`src/rtl/rv_soc_pkg.sv`:
```
// Shared SoC constants and helpers used by the board-level input path.
package rv_soc_pkg;

  localparam int RV_GPIO_IN_WIDTH   = 21;
  localparam int RV_DEBOUNCE_CYCLES = 500000;

  // Counter width is max(1, clog2(cycles)), so it reaches cycles-1 without wrapping.
  function automatic int rv_cnt_width(input int cycles);
    int w;
    w = $clog2(cycles);
    return (w < 1) ? 1 : w;
  endfunction

endpackage

```
`src/rtl/rv_debounce_bit.sv`:
```
// One debounced input: two-flop synchronizer, stability counter, stable level.
// Edge pulses are built only when RV_DEBOUNCE_EDGE_EN is defined; otherwise rise/fall read 0.
module rv_debounce_bit
  import rv_soc_pkg::*;
#(
  parameter int DEBOUNCE_CYCLES = RV_DEBOUNCE_CYCLES
) (
  input  logic clk,
  input  logic reset,
  input  logic raw,
  output logic data,
  output logic rise,
  output logic fall
);

  localparam int             CW      = rv_cnt_width(DEBOUNCE_CYCLES);
  localparam logic [CW-1:0]  CNT_MAX = CW'(DEBOUNCE_CYCLES - 1);

  logic          sync1_q, sync1_d;
  logic          sync2_q, sync2_d;
  logic          stable_q, stable_d;
  logic [CW-1:0] cnt_q, cnt_d;

  always_comb begin
    sync1_d  = raw;
    sync2_d  = sync1_q;
    stable_d = stable_q;
    cnt_d    = '0;
    // Any agreement restarts the window; a full run of disagreement commits.
    if (sync2_q != stable_q) begin
      if (cnt_q == CNT_MAX) begin
        stable_d = sync2_q;
      end else begin
        cnt_d = cnt_q + CW'(1);
      end
    end
  end

  always_ff @(posedge clk) begin
    if (reset) begin
      sync1_q  <= 1'b0;
      sync2_q  <= 1'b0;
      stable_q <= 1'b0;
      cnt_q    <= '0;
    end else begin
      sync1_q  <= sync1_d;
      sync2_q  <= sync2_d;
      stable_q <= stable_d;
      cnt_q    <= cnt_d;
    end
  end

  assign data = stable_q;

`ifdef RV_DEBOUNCE_EDGE_EN
  logic rise_q, rise_d;
  logic fall_q, fall_d;

  // Registered alongside stable so the pulse coincides with the new level.
  always_comb begin
    rise_d = stable_d & ~stable_q;
    fall_d = ~stable_d & stable_q;
  end

  always_ff @(posedge clk) begin
    if (reset) begin
      rise_q <= 1'b0;
      fall_q <= 1'b0;
    end else begin
      rise_q <= rise_d;
      fall_q <= fall_d;
    end
  end

  assign rise = rise_q;
  assign fall = fall_q;
`else
  assign rise = 1'b0;
  assign fall = 1'b0;
`endif

endmodule

```
`src/rtl/rv_input_debounce.sv`:
```
// Debounces board switches/buttons into the SoC i_data input, one independent lane per bit.
// Edge pulses on o_rise/o_fall require RV_DEBOUNCE_EDGE_EN; without it those ports read 0.
module rv_input_debounce
  import rv_soc_pkg::*;
#(
  parameter int WIDTH           = RV_GPIO_IN_WIDTH,
  parameter int DEBOUNCE_CYCLES = RV_DEBOUNCE_CYCLES
) (
  input  logic             clk,
  input  logic             reset,
  input  logic [WIDTH-1:0] i_raw,
  output logic [WIDTH-1:0] o_data,
  output logic [WIDTH-1:0] o_rise,
  output logic [WIDTH-1:0] o_fall
);

  for (genvar gi = 0; gi < WIDTH; gi++) begin : g_bit
    rv_debounce_bit #(
      .DEBOUNCE_CYCLES(DEBOUNCE_CYCLES)
    ) u_bit (
      .clk  (clk),
      .reset(reset),
      .raw  (i_raw[gi]),
      .data (o_data[gi]),
      .rise (o_rise[gi]),
      .fall (o_fall[gi])
    );
  end

endmodule

```
`config.mk`:
```
export PLATFORM = sky130hd
export DESIGN_NAME = rv_input_debounce
export DESIGN_NICKNAME = d
export VERILOG_FILES = /design/src/rtl/rv_soc_pkg.sv /design/src/rtl/rv_debounce_bit.sv /design/src/rtl/rv_input_debounce.sv
export SDC_FILE = /design/constraint.sdc
export NUM_CORES = 1
export LEC_CHECK = 0
export CAP_MARGIN = 20
export CORE_UTILIZATION = 41
export CTS_CLUSTER_DIAMETER = 80
export DETAILED_ROUTE_END_ITERATION = 12
export SETUP_SLACK_MARGIN = 0.4
export SYNTH_ARGS = -nofsm -noshare
export SYNTH_HDL_FRONTEND = slang
export SYNTH_SLANG_ARGS = --single-unit
```
`constraint.sdc`:
```
create_clock -name clk -period 2.5 [get_ports clk]
set_input_delay 0.25 -clock clk [delete_from_list [all_inputs] [get_ports clk]]
set_output_delay 0.25 -clock clk [all_outputs]
set_load 0.02 [all_outputs]
```
==> results.sh <==
export IMPL_status="finished, final reports clean"
export IMPL_htreeDepth=2
export IMPL_cts_sinks=462
export IMPL_p_int_mw=12.5
export IMPL_pwr_share_clk_pct=51.0
export IMPL_die_w_microns=226
export IMPL_cp_slowest_cell="or4b_2"
export IMPL_antenna_cells=0
export IMPL_antenna_found_initial=0
export IMPL_layout_commonest_cell="dfxtp_1"
export IMPL_crit_start="g_bit[17].u_bit.cnt_q[12]"
export IMPL_gp_congestion=0.794
export IMPL_p_comb_share_pct=1.7
export IMPL_p_leak_nw=7.06
export IMPL_fin_crit_ns=2.04
export IMPL_cts_hold_buffers_added=0
export IMPL_crit_buf_inv=1
export IMPL_cap_violations=0
export IMPL_synth_area_leaders="dfxtp_1 45%, nor2_1 5.8%, xnor2_1 5.7%, xor2_1 5.7%, nand3_1 3.4%"
export IMPL_peakVddDrop_mv=0.388
export IMPL_critPathTopFamily="simple AND/OR/NAND/NOR gates"
export IMPL_hp_class="in2reg"
export IMPL_p_sw_share_pct=20.0
export IMPL_cts_tree="yes"
export IMPL_critPathArrivalTime_ns=2.49
export IMPL_clkLatencyLatePin_ns=0.57
export IMPL_clock_root_buffer="clkbuf_16"
export IMPL_syn_inst=2348
export IMPL_timing_final_crit_share_pct=81.7
export IMPL_maxSlewHeadroom_pct=46.3
export IMPL_seq_power_share_pct=47.4
export IMPL_endpoint_kind="register"
export IMPL_p_switching_mw=3.14
export IMPL_grt_pass1_vias=15000
export IMPL_hold_slack_ns=0.135
export IMPL_syn_area_per_cell_sq_um=8.75
export IMPL_final_nets=2439
export IMPL_slew_violations=0
export IMPL_routed_via_density=5.13
export IMPL_cts_buffers_inserted=51
export IMPL_antenna_left=0
export IMPL_io_pins=86
export IMPL_synth_flop_cell="dfxtp_1"
export IMPL_synth_largest_area_cell="dfxtp_1"
export IMPL_start_util_pct=41.8
export IMPL_path_cells="or4b_2 -> or4_4 -> o21bai_4 -> buf_12 -> a21oi_1"
export IMPL_grt_pass1_wl_mm=67.7
export IMPL_core_sq_um=49200
export IMPL_wl_per_cell_microns=12.5
export IMPL_synth_edff_count=0
export IMPL_final_setup_tns_ns=0
export IMPL_vias=15900
export IMPL_fp_dieH_microns=226
export IMPL_drive_above_1_share_pct=7.03
export IMPL_critical_path_max_stage_delay_ns=0.67
export IMPL_overflow=0
export IMPL_portBuffers=43
export IMPL_crit_fanout=14
export IMPL_syn_area_sq_um=20500
export IMPL_required_ns=2.95
export IMPL_drc_errors=0
export IMPL_drtPass1Iterations=4
export IMPL_drt_wl_total_mm=38.8
export IMPL_place_hpwl_mm=26.0
export IMPL_track_usage_pct=15.4
export IMPL_yosysTopAreaCellShare_pct=45.0
export IMPL_yosysSeqAreaShare_pct=45.0
export IMPL_fmaxAchievable_ghz=0.490
export IMPL_postSynth_asyncResetShare_pct=0
export IMPL_critical_path_class="reg2reg"
export IMPL_cp_start_kind="register"
export IMPL_worstMarginPinSlew_ns=0.806
export IMPL_layout_common_cells="461 x dfxtp_1, 317 x nor2_1, 149 x nand2_1, 137 x nand3_1"
export IMPL_hold_start="reset"
export IMPL_die_area_sq_um=51000
export IMPL_hold_viol=0
export IMPL_p_per_area_nw_per_um2=670
export IMPL_cts_buffer_depth=3
export IMPL_drt_iter0_markers=710
export IMPL_finalClockSkew_ns=0.00750
export IMPL_r2r_start="g_bit[17].u_bit.cnt_q[12]"
export IMPL_ys_ff_latch=462
export IMPL_area_growth_pct=13.9
export IMPL_clk_pin_slew_worst_paths_ns=0.06
export IMPL_ys_warn_count=0
export IMPL_rsz0062_at_grt="false"
export IMPL_synth_cell_type_count=52
export IMPL_setup_violations=0
export IMPL_rows=81
export IMPL_grt_max_degree=61
==> path summary, 6_finish.rpt <==
kind | to | slack, ns | cells past startpoint
max | g_bit[17].u_bit.cnt_q[18] | 0.46 | 5
min | g_bit[20].u_bit.cnt_q[4] | 0.13 | 4
max reg2reg | g_bit[17].u_bit.cnt_q[18] | 0.46 | 5
min reg2reg | g_bit[3].u_bit.sync2_q | 0.43 | 1
==> layer usage <==
metal	up-vias	global-route usage (%)	wire, microns	share of wire, %
li1	8246	-	-	-
met1	7455	19.4	18600	48
met2	129	26.3	18200	47
met3	52	2.91	1260	3.2
met4	0	5.09	753	1.9
met5	-	0	0	0
==> worst register-to-register path, stage by stage (launching register included) <==
cell,delay [ns]
dfxtp_1,0.33
or4b_2,0.67
or4_4,0.53
o21bai_4,0.19
buf_12,0.16
a21oi_1,0.05
==> registers in the layout, summed over array words and instances (netlist names) <==
name,flops
g_bit.u_bit.cnt_q,399
g_bit.u_bit.data,21
g_bit.u_bit.sync1_q,21
g_bit.u_bit.sync2_q,21
==> layout make-up <==
type                    count  area [sq um]
multi-input cells        1716         10400
inverters                  85           319
clock buffers              78          1580
fillers                  4656         25700
flip-flops and latches    462          9250
clock inverters            14           245
well taps                 664           831
repair buffers             79           761
==> power by group through the flow <==
stage          registers [mW]  clock network (mW)  logic, mW
6_report                 7.43                7.99      0.265
5_1_grt                  7.43                8.59      0.295
4_1_cts                  7.43                8.26      0.266
3_5_place_dp             7.59                   0      0.255
3_3_place_gp             7.59                   0      0.252
2_1_floorplan            7.58                   0      0.219
==> timing repair <==
action / in CTS / in global routing
buffers inserted: 9 / 2
resized for setup: 0 / 12
endpoints found under the setup margin: 62 / 51
pin swaps: 4 / 2
gates cloned: 0 / 0
==> synth_stat cells (all sizes together), types with 67 or more instances <==
library cell  count
dfxtp           462
nor2            317
nand2           149
nand3           139
xnor2           134
xor2            134
a21oi           128
or3              91
inv              84
nand4            84
buf              78
o21ai            75
or4              67
==> metrics by stage <==
stage	util, %	power [mW]	worst slack (ns)	instances	area (sq um)
6_report	47.6	15.7	0.458	3098	23400
3_5_place_dp	43.5	7.85	0.331	2995	21400
3_3_place_gp	43.5	7.84	0.346	2995	21400
2_1_floorplan	-	7.80	0.511	2389	20700
4_1_cts	47.5	16.0	0.414	3096	23300
5_1_grt	47.6	16.3	0.400	3098	23400
==> logic make-up (layout without fill, tap and decap cells) <==
kind of cell | count (synthesis) | in the layout | share of synthesized area, %
buffers and inverters | 211 | 256 | 5.21
AND/OR/NAND/NOR | 1102 | 1102 | 28.6
flip-flops | 462 | 462 | 45.0
other | 1 | 42 | 0.0183
XOR/XNOR | 268 | 268 | 11.4
AO/OA/AOI/OAI | 283 | 283 | 8.40
adder cells (fa/ha/maj) | 21 | 21 | 1.28
(Power assumes the default switching activity.)
